===== config.mk =====
export PLATFORM = sky130hd
export DESIGN_NAME = deser_word_align
export DESIGN_NICKNAME = d
export VERILOG_FILES = /design/src/rtl/deser_align_pkg.sv /design/src/rtl/deser_word_align_comma_search.sv /design/src/rtl/deser_word_align.sv
export SDC_FILE = /design/constraint.sdc
export NUM_CORES = 1
export LEC_CHECK = 0
export BUFFER_PORTS_ARGS = -buffer_cell sky130_fd_sc_hd__buf_2
export CAP_MARGIN = 20
export CORE_AREA = 4 4 97 99
export DETAILED_ROUTE_END_ITERATION = 8
export DIE_AREA = 0 0 101 103
export PLACE_DENSITY_LB_ADDON = 0.15
export SLEW_MARGIN = 20
export SYNTH_ARGS = -nofsm -noshare
export SYNTH_HDL_FRONTEND = slang
export SYNTH_SLANG_ARGS = --single-unit

===== constraint.sdc =====
create_clock -name clk_i -period 4.3 [get_ports clk_i]
set_input_delay 0 -clock clk_i [delete_from_list [all_inputs] [get_ports clk_i]]
set_output_delay 0 -clock clk_i [all_outputs]
set_load 0.05 [all_outputs]

===== src/rtl/deser_align_pkg.sv =====
// Shared types and constants for the receive-side word aligner.
// K28.5 symbols are given in stream order: bit0 is the first bit on the wire.
package deser_align_pkg;

   localparam int unsigned WORD_W = 10;
   localparam int unsigned WIN_W  = 2 * WORD_W;
   localparam int unsigned OFF_W  = 4;
   localparam int unsigned CNT_W  = 4;

   localparam logic [WORD_W-1:0] K28_5_RDN = 10'h17C;
   localparam logic [WORD_W-1:0] K28_5_RDP = 10'h283;

   typedef enum logic [1:0] {
      HUNT   = 2'd0,
      VERIFY = 2'd1,
      LOCKED = 2'd2
   } align_state_e;

   // Word starting k bits into the two-word window {newest, previous}.
   function automatic logic [WORD_W-1:0] window_slice(input logic [WIN_W-1:0] w,
                                                      input logic [OFF_W-1:0] k);
      logic [WIN_W-1:0] shifted;
      shifted = w >> k;
      return shifted[WORD_W-1:0];
   endfunction

endpackage


===== src/rtl/deser_word_align_comma_search.sv =====
// Combinational comma finder over a 20-bit window; reports the lowest matching offset.
module comma_search
   import deser_align_pkg::*;
#(
   parameter logic [WORD_W-1:0] SYNC_WORD = K28_5_RDN,
   parameter bit                MATCH_INV = 1'b1
) (
   input  logic [WIN_W-1:0] w,
   output logic             hit_c,
   output logic [OFF_W-1:0] k_c
);

   logic [WORD_W-1:0] cand;

   // Scan from the highest offset down so the lowest matching offset is the last writer.
   always_comb begin
      hit_c = 1'b0;
      k_c   = '0;
      cand  = '0;
      for (int i = int'(WORD_W) - 1; i >= 0; i--) begin
         cand = window_slice(w, OFF_W'(i));
         if ((cand == SYNC_WORD) || (MATCH_INV && (cand == ~SYNC_WORD))) begin
            hit_c = 1'b1;
            k_c   = OFF_W'(i);
         end
      end
   end

endmodule


===== src/rtl/deser_word_align.sv =====
// Receive word aligner: hunts for K28.5 in the raw 1:10 deserializer stream,
// locks the bit offset and emits word-aligned data one cycle after each valid word.
module deser_word_align
   import deser_align_pkg::*;
#(
   parameter int unsigned      WIDTH     = 10,
   parameter logic [WIDTH-1:0] SYNC_WORD = K28_5_RDN,
   parameter bit               MATCH_INV = 1'b1,
   parameter int unsigned      LOCK_CNT  = 4,
   parameter int unsigned      SLIP_CNT  = 3
) (
   input  logic             clk_i,
   input  logic             a_rst_n_i,
   input  logic [WIDTH-1:0] raw_data_i,
   input  logic             raw_valid_i,
   input  logic             realign_i,
   output logic [WIDTH-1:0] p_data_o,
   output logic             p_valid_o,
   output logic             locked_o,
   output logic [OFF_W-1:0] offset_o
);

   align_state_e         state_q;
   align_state_e         state_d;
   logic [WIDTH-1:0]     prev_q;
   logic [2*WIDTH-1:0]   win;
   logic                 hit_c;
   logic [OFF_W-1:0]     k_c;
   logic                 at_offset_c;
   logic [CNT_W-1:0]     cnt_q;
   logic [CNT_W-1:0]     cnt_d;
   logic [CNT_W-1:0]     cnt_inc_c;
   logic [CNT_W-1:0]     miss_q;
   logic [CNT_W-1:0]     miss_d;
   logic [CNT_W-1:0]     miss_inc_c;
   logic [OFF_W-1:0]     offset_q;
   logic [OFF_W-1:0]     offset_d;
   logic [WIDTH-1:0]     p_data_d;
   logic                 p_valid_d;
   logic                 locked_d;

   assign win         = {raw_data_i, prev_q};
   assign at_offset_c = hit_c && (k_c == offset_q);
   assign cnt_inc_c   = cnt_q + CNT_W'(1);
   assign miss_inc_c  = miss_q + CNT_W'(1);
   assign offset_o    = offset_q;

   comma_search #(
      .SYNC_WORD (SYNC_WORD),
      .MATCH_INV (MATCH_INV)
   ) u_comma_search (
      .w     (win),
      .hit_c (hit_c),
      .k_c   (k_c)
   );

   // State register.
   always_ff @(posedge clk_i or negedge a_rst_n_i) begin
      if (!a_rst_n_i) begin
         state_q <= HUNT;
      end else begin
         state_q <= state_d;
      end
   end

   // Window history, lock/slip counters and locked offset.
   always_ff @(posedge clk_i or negedge a_rst_n_i) begin
      if (!a_rst_n_i) begin
         prev_q   <= '0;
         cnt_q    <= '0;
         miss_q   <= '0;
         offset_q <= '0;
      end else begin
         if (raw_valid_i) begin
            prev_q <= raw_data_i;
         end
         cnt_q    <= cnt_d;
         miss_q   <= miss_d;
         offset_q <= offset_d;
      end
   end

   // Next state: only valid words advance the FSM; realign overrides everything.
   always_comb begin
      state_d  = state_q;
      cnt_d    = cnt_q;
      miss_d   = miss_q;
      offset_d = offset_q;
      if (raw_valid_i) begin
         unique case (state_q)
            HUNT: begin
               if (hit_c) begin
                  offset_d = k_c;
                  cnt_d    = CNT_W'(1);
                  state_d  = VERIFY;
               end
            end
            VERIFY: begin
               if (at_offset_c) begin
                  if (cnt_inc_c == CNT_W'(LOCK_CNT)) begin
                     cnt_d   = '0;
                     state_d = LOCKED;
                  end else begin
                     cnt_d = cnt_inc_c;
                  end
               end else begin
                  cnt_d   = '0;
                  state_d = HUNT;
               end
            end
            LOCKED: begin
               if (at_offset_c) begin
                  miss_d = '0;
               end else if (hit_c) begin
                  if (miss_inc_c == CNT_W'(SLIP_CNT)) begin
                     miss_d  = '0;
                     state_d = HUNT;
                  end else begin
                     miss_d = miss_inc_c;
                  end
               end
            end
            default: begin
               cnt_d   = '0;
               miss_d  = '0;
               state_d = HUNT;
            end
         endcase
      end
      if (realign_i) begin
         cnt_d   = '0;
         miss_d  = '0;
         state_d = HUNT;
      end
   end

   // Output next values; data uses the offset held before this word's update.
   always_comb begin
      p_data_d  = p_data_o;
      p_valid_d = 1'b0;
      locked_d  = (state_d == LOCKED);
      if (raw_valid_i) begin
         p_data_d  = window_slice(win, offset_q);
         p_valid_d = (state_q == LOCKED) && !realign_i;
      end
   end

   // Output registers.
   always_ff @(posedge clk_i or negedge a_rst_n_i) begin
      if (!a_rst_n_i) begin
         p_data_o  <= '0;
         p_valid_o <= 1'b0;
         locked_o  <= 1'b0;
      end else begin
         p_data_o  <= p_data_d;
         p_valid_o <= p_valid_d;
         locked_o  <= locked_d;
      end
   end

endmodule


==> results of run 1 <==
-- worst max-delay path: cells and delay by family (launching register included) --
kind	cells	cell delay, ns
AND/OR/NAND/NOR	5	1.75
flip-flops	1	0.54
AO/OA/AOI/OAI	3	0.54
XOR/XNOR	1	0.17
-- synth_stat cells, drive strengths merged, types with 4 or more instances --
cell / number / area [sq um]
a31oi: 5 / 31.3
mux2: 20 / 225
and2: 5 / 31.3
clkbuf: 12 / 46.3
nor2: 16 / 60.1
ha: 4 / 50.1
inv: 11 / 41.3
buf: 14 / 81.3
nand4b: 6 / 52.6
nor4: 13 / 111
nor3b: 5 / 53.8
dfrtp: 36 / 901
mux2i: 22 / 220
a21oi: 21 / 109
o21ai: 9 / 45.0
nor3: 8 / 50.1
xor2: 4 / 35.0
nand3: 6 / 35.0
a211oi: 7 / 57.6
nand2: 29 / 109
-- per-layer routing --
metal,vias up,GRT usage [%],wire (microns)
met4,0,4.19,93
met2,58,22.3,3280
met3,8,2.84,329
met1,1168,21.5,3590
li1,1214,-,-
met5,-,0,0
-- cell families (layout without fill, tap and decap cells) --
| family | count (synthesis) | in the layout | synth area share (%) |
|---|---|---|---|
| xor+xnor | 7 | 7 | 2.10 |
| fa+ha+maj | 4 | 4 | 1.71 |
| flops | 36 | 36 | 30.8 |
| compound gates | 69 | 69 | 16.2 |
| simple gates | 119 | 119 | 25.7 |
| buf+inv | 38 | 51 | 5.91 |
| mux | 45 | 45 | 17.6 |
-- final cells by class --
class	count	area, sq um	area share [%]
clock buffers	5	68.8	2.16
clock inverters	3	18.8	0.589
inverters	12	45.0	1.41
multi-input cells	244	1850	58.1
repair buffers	31	165	5.19
flip-flops and latches	36	902	28.3
well taps	108	135	4.24
-- worst max path at each step --
| stage | slack [ns] | cells after the start | to |
|---|---|---|---|
| after CTS | 1.22 | 9 | miss_q[1]$_DFFE_PN0P_ |
| after global routing | 0.93 | 9 | miss_q[1]$_DFFE_PN0P_ |
| final | 1.19 | 9 | miss_q[1]$_DFFE_PN0P_ |
| after floorplan | 1.67 | 9 | miss_q[1]$_DFFE_PN0P_ |
| after global placement | 1.27 | 9 | miss_q[1]$_DFFE_PN0P_ |
| after detailed placement | 1.24 | 9 | miss_q[1]$_DFFE_PN0P_ |
-- power by group through the flow --
stage          Clock (W)  Combinational [W]  Sequential (W)
3_3_place_gp           0           0.000354        0.000437
5_1_grt         0.000274           0.000385        0.000438
4_1_cts         0.000258           0.000357        0.000429
3_5_place_dp           0           0.000354        0.000436
2_1_floorplan          0           0.000215        0.000488
6_report        0.000244           0.000355        0.000429
-- sequential cells by signal (all words and copies together) (netlist names) --
register and cells:
miss_q 4, cnt_q 4, locked_o 1, offset_o 4, state_q 2, prev_q 10
p_data_o 10, p_valid_o 1
-- through the flow --
step	util, %	std cells	setup slack (ns)	total power (W)	cell area [sq um]
after floorplan	-	318	1.67	0.000703	2920
after global placement	36.0	429	1.27	0.000791	3080
after detailed placement	36.0	429	1.24	0.000791	3080
after CTS	37.2	439	1.22	0.00104	3180
after global routing	37.2	439	0.928	0.00110	3180
final	37.2	439	1.19	0.00103	3180
==> metrics.md, run 1 <==
| Metric | Value |
|---|---|
| Outcome | finished, final reports clean |
| Wirelength, routed | 7300 microns |
| Filler cells | 877 |
| Hold Slack | 0.0413 ns |
| Syn avg cell area | 9.19 sq um |
| Reg2reg end | miss_q[1]$_DFFE_PN0P_ |
| Fmax | 322 MHz |
| Fraction of registers with async set/reset | 100% |
| Post-cts sizing count | 0 |
| Core Area | 0.00855 sq mm |
| VDD IR-drop max | 103 uV |
| Gate power share | 34.5% |
| DRT antenna net count | 0 |
| Initial Util | 34.2% |
| Vias in the first global route | 2291 |
| Largest net degree at the start of global routing | 37 |
| Reg2reg setup slack | 1.19 ns |
| CTS Buf Count | 5 |
| Syn Inst Count | 318 |
| Dominant register cell in the synthesized netlist | dfrtp_1 |
| Vias/cell | 5.58 |
| Final Critical Period | 3.11 ns |
| Reg-to-reg critical path startpoint | prev_q[7]$_DFFE_PN0P_ |
| Clk buf depth | 2 |
| Flops & latches, synth | 36 |
| Layout cells sized above 1 | 22.4% |
| I/O Buffers | 29 |
| Hold EP | prev_q[9]$_DFFE_PN0P_ |
| Net Sw Frac | 40.8% |
| Hold Path Cell Cnt | 2 |
| Post-CTS setup-driven buffer insertion count | 0 |
| Dpl hpwl | 5230 microns |
| TNS Setup | 0 ns |
| CP max FO | 15 |
| Slew margin rel. | 44.0% |
| Hold buffers post-CTS | 2 |
| Die Y | 103 microns |
| CTS tree | built |
| RD Place Congestion | 0.816 |
| DRC errors left | 0 |
| Gr ovfl total | 0 |
| Min-delay src | raw_data_i[9] |
| P_leak | 1.32 nW |
| RSZ-0062 raised after global routing | no |
| Most frequent cells in the layout | dfrtp_1, nand2_1, buf_2 |
| Clock Latency Late Sink | 0.29 ns |
| Post-Syn Area | 0.00292 sq mm |
| Synth Warn # | 0 |
| IO Pins | 30 |
| Clk pwr share | 23.7% |
| Post-synth net total | 336 |
| Initial antenna violation count | 0 |
| Crit path arrival time | 3.29 ns |
| Root Buffer | clkbuf_8 |
| Sequential area share after synthesis | 30.8% |
| Maxcap violations | 0 |
| Area grow syn2layout | 8.95% |
| Final hold viol count | 0 |
| Seq pwr share | 41.7% |
| Switching pwr | 0.000419 W |
| Avg WL per Cell | 16.6 microns |
| Clock Skews | 0.00512 ns |
| CTS HTree Levels | 2 |
| Crit path cell chain | or4b_1 -> nor3_1 -> a21oi_1 -> nand4_1 -> xnor2_1 -> o211ai_1 -> nor4_4 -> nor3_2 -> a32o_2 |
| Global-route wire length before repair | 12200 microns |
| Die Width | 101 microns |
| Die area | 0.0104 sq mm |
| Crit path launch type | flip-flop |
| Count of pins over their slew limit | 0 |
| Final worst path period share | 72.3% |
| Number of library cell types mapped by synthesis | 74 |
| GRT Total Usage | 14.8% |
| Crit path from | prev_q[7]$_DFFE_PN0P_ |
| Final setup fails | 0 |
| Worst-margin pin slew | 0.840 ns |
| Vias | 2448 |
| Initial drt markers | 145 |
| CP required | 4.48 ns |
| CTS clk-pin slew, worst paths | 0.08 ns |
| Crit. End Element | flip-flop |
| WS Path Type | flip-flop to flip-flop |
| Post-layout net count | 348 |
| Critical Path Slowest Stage Cell | or4b_1 |
| Commonest non-fill, non-tap cell in the layout | dfrtp_1 |
| Hold crit path type | primary input to flip-flop |
| Int Power | 0.000609 W |
| Pwr per Cell Area | 323 mW/mm^2 |
| Number of synthesized flops with an enable pin | 0 |
| Placement row count | 34 |
| Reg2reg path depth | 9 |
| Sink Count | 36 |
| Crit-path max cell delay | 0.60 ns |
| Drt pass-1 iters | 4 |
| Diode count | 0 |
(Power assumes the default switching activity.)
==> run 2: changes to the inputs <==
- clock period: 4.3 -> 2.9 ns (I/O delays scaled with it)
==> run 2 against run 1 <==
Critical endpoint is now offset_o[3]$_DFFE_PN0P_. Combinational power up 63%. Global-route usage grew 0.88 points. Highest routed layer unchanged. Clock power rose by 52%. Utilization is 1.9 points higher. Via count increased by 2.6%. First-iteration DRC count rose by 9.0%. Die area did not move. Sequential power rose by 44%. Sequential share of layout area decreased by 1.2 points. Register-to-register slack got worse by 1.0 ns. Hold slack got worse by 0.018 ns.
==> metrics.md, run 2 (synthesized netlist as in run 1, its figures left out) <==
| Metric | Value |
|---|---|
| Largest net degree at the start of global routing | 37 (unchanged) |
| Die area | 0.0104 sq mm (unchanged) |
| Clock Skews | 0.00679 ns (+0.00167 ns) |
| Crit path cell chain | or4b_1 -> nor3_1 -> a21oi_1 -> nand4_1 -> buf_4 -> nor3b_4 -> or4_1 -> mux2_1 |
| Area grow syn2layout | 14.4% |
| I/O Buffers | 29 (unchanged) |
| Post-layout net count | 364 (+4.6%) |
| CP required | 3.07 ns (-1.41 ns) |
| Critical Path Slowest Stage Cell | or4b_1 |
| Wirelength, routed | 7690 microns (+5.4%) |
| IO Pins | 30 (unchanged) |
| Final hold viol count | 0 (unchanged) |
| Crit path arrival time | 2.90 ns (-0.39 ns) |
| Count of pins over their slew limit | 0 (unchanged) |
| Vias | 2512 (+2.6%) |
| CTS clk-pin slew, worst paths | 0.08 ns (about the same) |
| Dpl hpwl | 5610 microns (+7.2%) |
| Vias in the first global route | 2531 (+10%) |
| CTS HTree Levels | 2 (unchanged) |
| GRT Total Usage | 15.7% (+0.88 points) |
| Sink Count | 36 (unchanged) |
| Post-layout util | 39.1% (+1.9 points) |
| Hold crit path type | primary input to flip-flop |
| Crit. End Element | flip-flop |
| Crit path launch type | flip-flop |
| Post-CTS setup-driven buffer insertion count | 0 (unchanged) |
| Final Critical Period | 2.73 ns (-0.383 ns) |
| DRC errors left | 0 (unchanged) |
| Drt pass-1 iters | 4 (unchanged) |
| Diode count | 0 (unchanged) |
| CTS Buf Count | 5 (unchanged) |
| Gr ovfl total | 0 (unchanged) |
| Biggest regs | p_data_o x10, prev_q x10 |
| Final worst path period share | 94.0% (+22 points) |
| RSZ-0062 raised after global routing | no |
| Pwr per Cell Area | 468 mW/mm^2 (+45%) |
| CTS tree | built |
| WS Path Type | flip-flop to flip-flop |
| Root Buffer | clkbuf_8 |
| Avg WL per Cell | 16.9 microns (+1.7%) |
| Maxcap violations | 0 (unchanged) |
| TNS Setup | 0 ns (unchanged) |
| DRT antenna net count | 0 (unchanged) |
| Clock Latency Late Sink | 0.29 ns (about the same) |
| Placement row count | 34 (unchanged) |
| CP max FO | 14 (-1) |
| Commonest non-fill, non-tap cell in the layout | dfrtp_1 |
| Most frequent cells in the layout | dfrtp_1, nand2_1, buf_2 |
| Vias/cell | 5.52 (-0.99%) |
| Initial antenna violation count | 0 (unchanged) |
| Slew margin rel. | 39.8% (-4.3 points) |
| Worst-margin pin slew | 0.903 ns (+0.0638 ns) |
| Clk buf depth | 2 (unchanged) |
| Core Area | 0.00855 sq mm (unchanged) |
| Crit-path max cell delay | 0.55 ns (-0.05 ns) |
| Fmax | 367 MHz (+14%) |
| Global-route wire length before repair | 13000 microns (+6.8%) |
| Initial drt markers | 158 (+9.0%) |
| VDD IR-drop max | 172 uV (+67%) |
| P_leak | 1.41 nW (+6.6%) |
| RD Place Congestion | 0.869 (+6.5%) |
| Initial Util | 34.2% (unchanged) |
| Final setup fails | 0 (unchanged) |
| Outcome | finished, final reports clean |
| Die Y | 103 microns (unchanged) |
| Die Width | 101 microns (unchanged) |
| Layout cells sized above 1 | 28.2% (+5.9 points) |
==> run 2: cell types whose count changed in the layout (fill, tap and decap cells not counted), sizes merged <==
cell  delta
buf     +16
==> run 2: through the flow <==
stage	total power, W	worst slack, ns	instances	hold WS [ns]	instance area [sq um]
after floorplan	0.00104	0.271	318	-0.296	2920
after global placement	0.00120	0.0503	445	0.168	3200
after detailed placement	0.00120	0.0413	445	0.176	3200
after CTS	0.00158	0.0242	455	0.0114	3300
after global routing	0.00167	0.000912	455	0.0232	3340
final	0.00157	0.174	455	0.0234	3340
==> run 2: power breakdown <==
part / leakage (nW) / internal (W) / switching, W / total [W]
Combinational: 0.910 / 0.000208 / 0.000369 / 0.000577
Sequential: 0.451 / 0.000554 / 0.0000638 / 0.000617
Clock: 0.0479 / 0.000168 / 0.000204 / 0.000371
==> run 2: worst max-delay path: cells and delay by family (launching register included) <==
| kind | cells | cell delay (ns) |
|---|---|---|
| flops | 1 | 0.51 |
| buf+inv | 1 | 0.16 |
| mux | 1 | 0.36 |
| compound gates | 1 | 0.10 |
| simple gates | 5 | 1.46 |
==> run 2: timing repair <==
| action | CTS | global route |
|---|---|---|
| gates resized for setup | 0 | 11 |
| endpoints found under the setup margin | 0 | 15 |
| endpoints found under the hold margin | 38 | 0 |
| hold buffers | 2 | 0 |
==> run 2: layout make-up <==
type / count / area [sq um]
fillers: 867 / 5210
multi-input cells: 244 / 1880
flip-flops and latches: 36 / 906
repair buffers: 47 / 289
well taps: 108 / 135
clock buffers: 5 / 68.8
inverters: 12 / 45.0
clock inverters: 3 / 18.8
==> run 2: per-layer routing <==
metal / vias to the layer above / GRT usage, % / part of all wire [%]
met3: 6 / 2.98 / 3.9
met1: 1214 / 21.0 / 50
met4: 0 / 3.99 / 0.99
met5: - / 0 / 0
met2: 45 / 26.1 / 46
li1: 1247 / - / -
==> run 2: final timing paths <==
| kind | startpoint | to | slack, ns | cells after the start |
|---|---|---|---|---|
| worst max register to register | prev_q[8]$_DFFE_PN0P_ | offset_o[3]$_DFFE_PN0P_ | 0.17 | 8 |
| max in group asynchronous | a_rst_n_i | prev_q[5]$_DFFE_PN0P_ | 1.94 | 2 |
| worst max-delay path | prev_q[8]$_DFFE_PN0P_ | offset_o[3]$_DFFE_PN0P_ | 0.17 | 8 |
| worst min-delay path | raw_data_i[9] | prev_q[9]$_DFFE_PN0P_ | 0.02 | 2 |
| worst min register to register | p_data_o[7]$_DFFE_PN0P_ | p_data_o[7]$_DFFE_PN0P_ | 0.49 | 2 |
| min in group asynchronous | a_rst_n_i | prev_q[8]$_DFFE_PN0P_ | 0.36 | 2 |
==> run 3: changes to the inputs <==
- clock period: 2.9 -> 2.75 ns (I/O delays scaled with it)
==> run 3 against run 2 <==
Clock power up 5%. Maximum frequency up 1.2%. Highest routed layer unchanged. Combinational power up 15%. Routed wire length up 4.1%. Total power up 7.7%.
==> metrics.md, run 3 (synthesized netlist as in run 1, its figures left out) <==
| Metric | Value |
|---|---|
| Switching pwr | 0.000684 W (+7.5%) |
| Filler cells | 842 (-2.9%) |
| Die Y | 103 microns (unchanged) |
| Commonest non-fill, non-tap cell in the layout | dfrtp_1 |
| Hold crit path type | primary input to flip-flop |
| CTS Buf Count | 5 (unchanged) |
| P_leak | 1.46 nW (+3.4%) |
| I/O Buffers | 29 (unchanged) |
| Initial Util | 34.2% (unchanged) |
| CP required | 2.93 ns (-0.14 ns) |
| Post-layout net count | 373 (+2.5%) |
| Placement row count | 34 (unchanged) |
| Maxcap violations | 0 (unchanged) |
| Clock Skews | 0.0110 ns (+0.00417 ns) |
| Most frequent cells in the layout | dfrtp_1, buf_2, nand2_1 |
| Largest net degree at the start of global routing | 37 (unchanged) |
| Initial antenna violation count | 0 (unchanged) |
| Slew margin rel. | 43.0% (+3.2 points) |
| Pre-CTS setup slack | 0.00920 ns (-0.0321 ns) |
| Crit. End Element | flip-flop |
| Core Area | 0.00855 sq mm (unchanged) |
| IO Pins | 30 (unchanged) |
| Area occupied by multi-input gates | 0.00195 sq mm (+3.6%) |
| Die Width | 101 microns (unchanged) |
| Seq pwr share | 37.6% (-1.8 points) |
| Vias/cell | 5.57 (+0.83%) |
| Global-route wire length before repair | 12800 microns (-2.0%) |
| Diode count | 0 (unchanged) |
| Final setup fails | 0 (unchanged) |
| Count of pins over their slew limit | 0 (unchanged) |
| Dpl hpwl | 5560 microns (-0.94%) |
| DRT antenna net count | 0 (unchanged) |
| Register area | 906 sq um (unchanged) |
| Net Sw Frac | 40.6% (-0.076 points) |
| Placed Instances | 448 (+0.67%) |
| Vias | 2583 (+2.8%) |
| GRT Total Usage | 15.4% (-0.29 points) |
| Int Power | 0.00100 W (+7.8%) |
| Crit path launch type | flip-flop |
| Sink Count | 36 (unchanged) |
| Design Power | 0.00169 W (+7.7%) |
| Gate power share | 39.4% (+2.5 points) |
| CTS HTree Levels | 2 (unchanged) |
| CTS clk-pin slew, worst paths | 0.08 ns (about the same) |
| Count of non-filler cells in the finished layout | 464 (+2.0%) |
| Placed Area | 0.00323 sq mm (+1.1%) |
| Clk pwr share | 23.0% (-0.7 points) |
| Area grow syn2layout | 19.4% |
| Die area | 0.0104 sq mm (unchanged) |
| DRC errors left | 0 (unchanged) |
| Worst-margin pin slew | 0.855 ns (-0.0484 ns) |
| Drt pass-1 iters | 4 (unchanged) |
| Wirelength, routed | 8010 microns (+4.1%) |
| Pwr per Cell Area | 483 mW/mm^2 (+3.1%) |
| VDD IR-drop max | 170 uV (-1.5%) |
| Biggest regs | p_data_o x10, prev_q x10 |
| Final Critical Period | 2.69 ns (-0.0325 ns) |
| WS Path Type | flip-flop to flip-flop |
| Fmax | 371 MHz (+1.2%) |
| Final worst path period share | 98.0% (+3.9 points) |
| RD Place Congestion | 0.858 (-1.2%) |
| Final instance area | 0.00349 sq mm (+4.4%) |
| Gr ovfl total | 0 (unchanged) |
| Outcome | finished, final reports clean |
| Root Buffer | clkbuf_8 |
| Vias in the first global route | 2448 (-3.3%) |
| Initial drt markers | 111 (-30%) |
| RSZ-0062 raised after global routing | yes |
| Clk buf depth | 2 (unchanged) |
| Final worst setup slack | 0.0561 ns (-0.117 ns) |
| Avg WL per Cell | 17.3 microns (+2.1%) |
| Final hold viol count | 0 (unchanged) |
| CP max FO | 10 (-4) |
| Crit path arrival time | 2.87 ns (-0.03 ns) |
| Layout cells sized above 1 | 33.1% (+4.9 points) |
| CTS tree | built |
| Post-layout util | 40.8% (+1.7 points) |
| Clock Latency Late Sink | 0.30 ns (about the same) |
run 3: power groups by stage:
stage | registers [W] | clock network, W | logic, W
global route | 0.000642 | 0.000423 | 0.000718
detailed placement | 0.000644 | 0 | 0.000632
finish | 0.000634 | 0.000388 | 0.000663
global placement | 0.000642 | 0 | 0.000628
CTS | 0.000633 | 0.000404 | 0.000636
floorplan | 0.000763 | 0 | 0.000336
run 3: routing by layer:
metal  global-route usage [%]  share of wire [%]  vias to the layer above
li1                         -                  -                     1270
met1                     21.6                 49                     1253
met2                     23.0                 46                       46
met3                     3.04                3.1                       14
met4                     6.34                2.5                        0
met5                        0                  0                        -
run 3: metrics by stage:
step                      setup TNS, ns  hold WS (ns)
after global routing             -0.469        0.0337
after CTS                             0        0.0217
after global placement                0         0.163
final                                 0        0.0218
after detailed placement              0         0.170
after floorplan                       0        -0.296
run 3: cell type report:
class / count / share of cell area [%]
flip-flops and latches: 36 / 25.9
inverters: 12 / 1.29
repair buffers: 56 / 10.6
clock buffers: 5 / 1.97
multi-input cells: 244 / 55.8
clock inverters: 3 / 0.538
well taps: 108 / 3.87
run 3: path summary, 6_finish.rpt:
kind,slack (ns),cells after the start,from,to
min,0.02,2,raw_data_i[9],prev_q[9]$_DFFE_PN0P_
min reg2reg,0.49,2,p_data_o[7]$_DFFE_PN0P_,p_data_o[7]$_DFFE_PN0P_
max,0.06,12,prev_q[9]$_DFFE_PN0P_,state_q[1]$_DFF_PN0_
max in group asynchronous,1.82,2,a_rst_n_i,prev_q[3]$_DFFE_PN0P_
min in group asynchronous,0.35,2,a_rst_n_i,state_q[1]$_DFF_PN0_
max reg2reg,0.06,12,prev_q[9]$_DFFE_PN0P_,state_q[1]$_DFF_PN0_
run 3: critical path, stage by stage, from the launching register on:
cell,delay [ns]
dfrtp_2,0.48
buf_4,0.17
nor3b_4,0.23
nor4bb_2,0.33
a21o_1,0.12
a311oi_1,0.05
buf_4,0.17
nor3_2,0.16
xnor2_1,0.19
nor4_4,0.08
buf_4,0.17
o31ai_2,0.31
a31oi_1,0.12
run 3: what timing repair did:
| action | CTS | global route |
|---|---|---|
| buffers inserted | 0 | 5 |
| hold buffers | 2 | 0 |
| setup endpoints to repair | 3 | 15 |
| gates resized for setup | 1 | 24 |
| cloned | 0 | 1 |
| pin swaps | 0 | 3 |
| hold endpoints to repair | 38 | 0 |
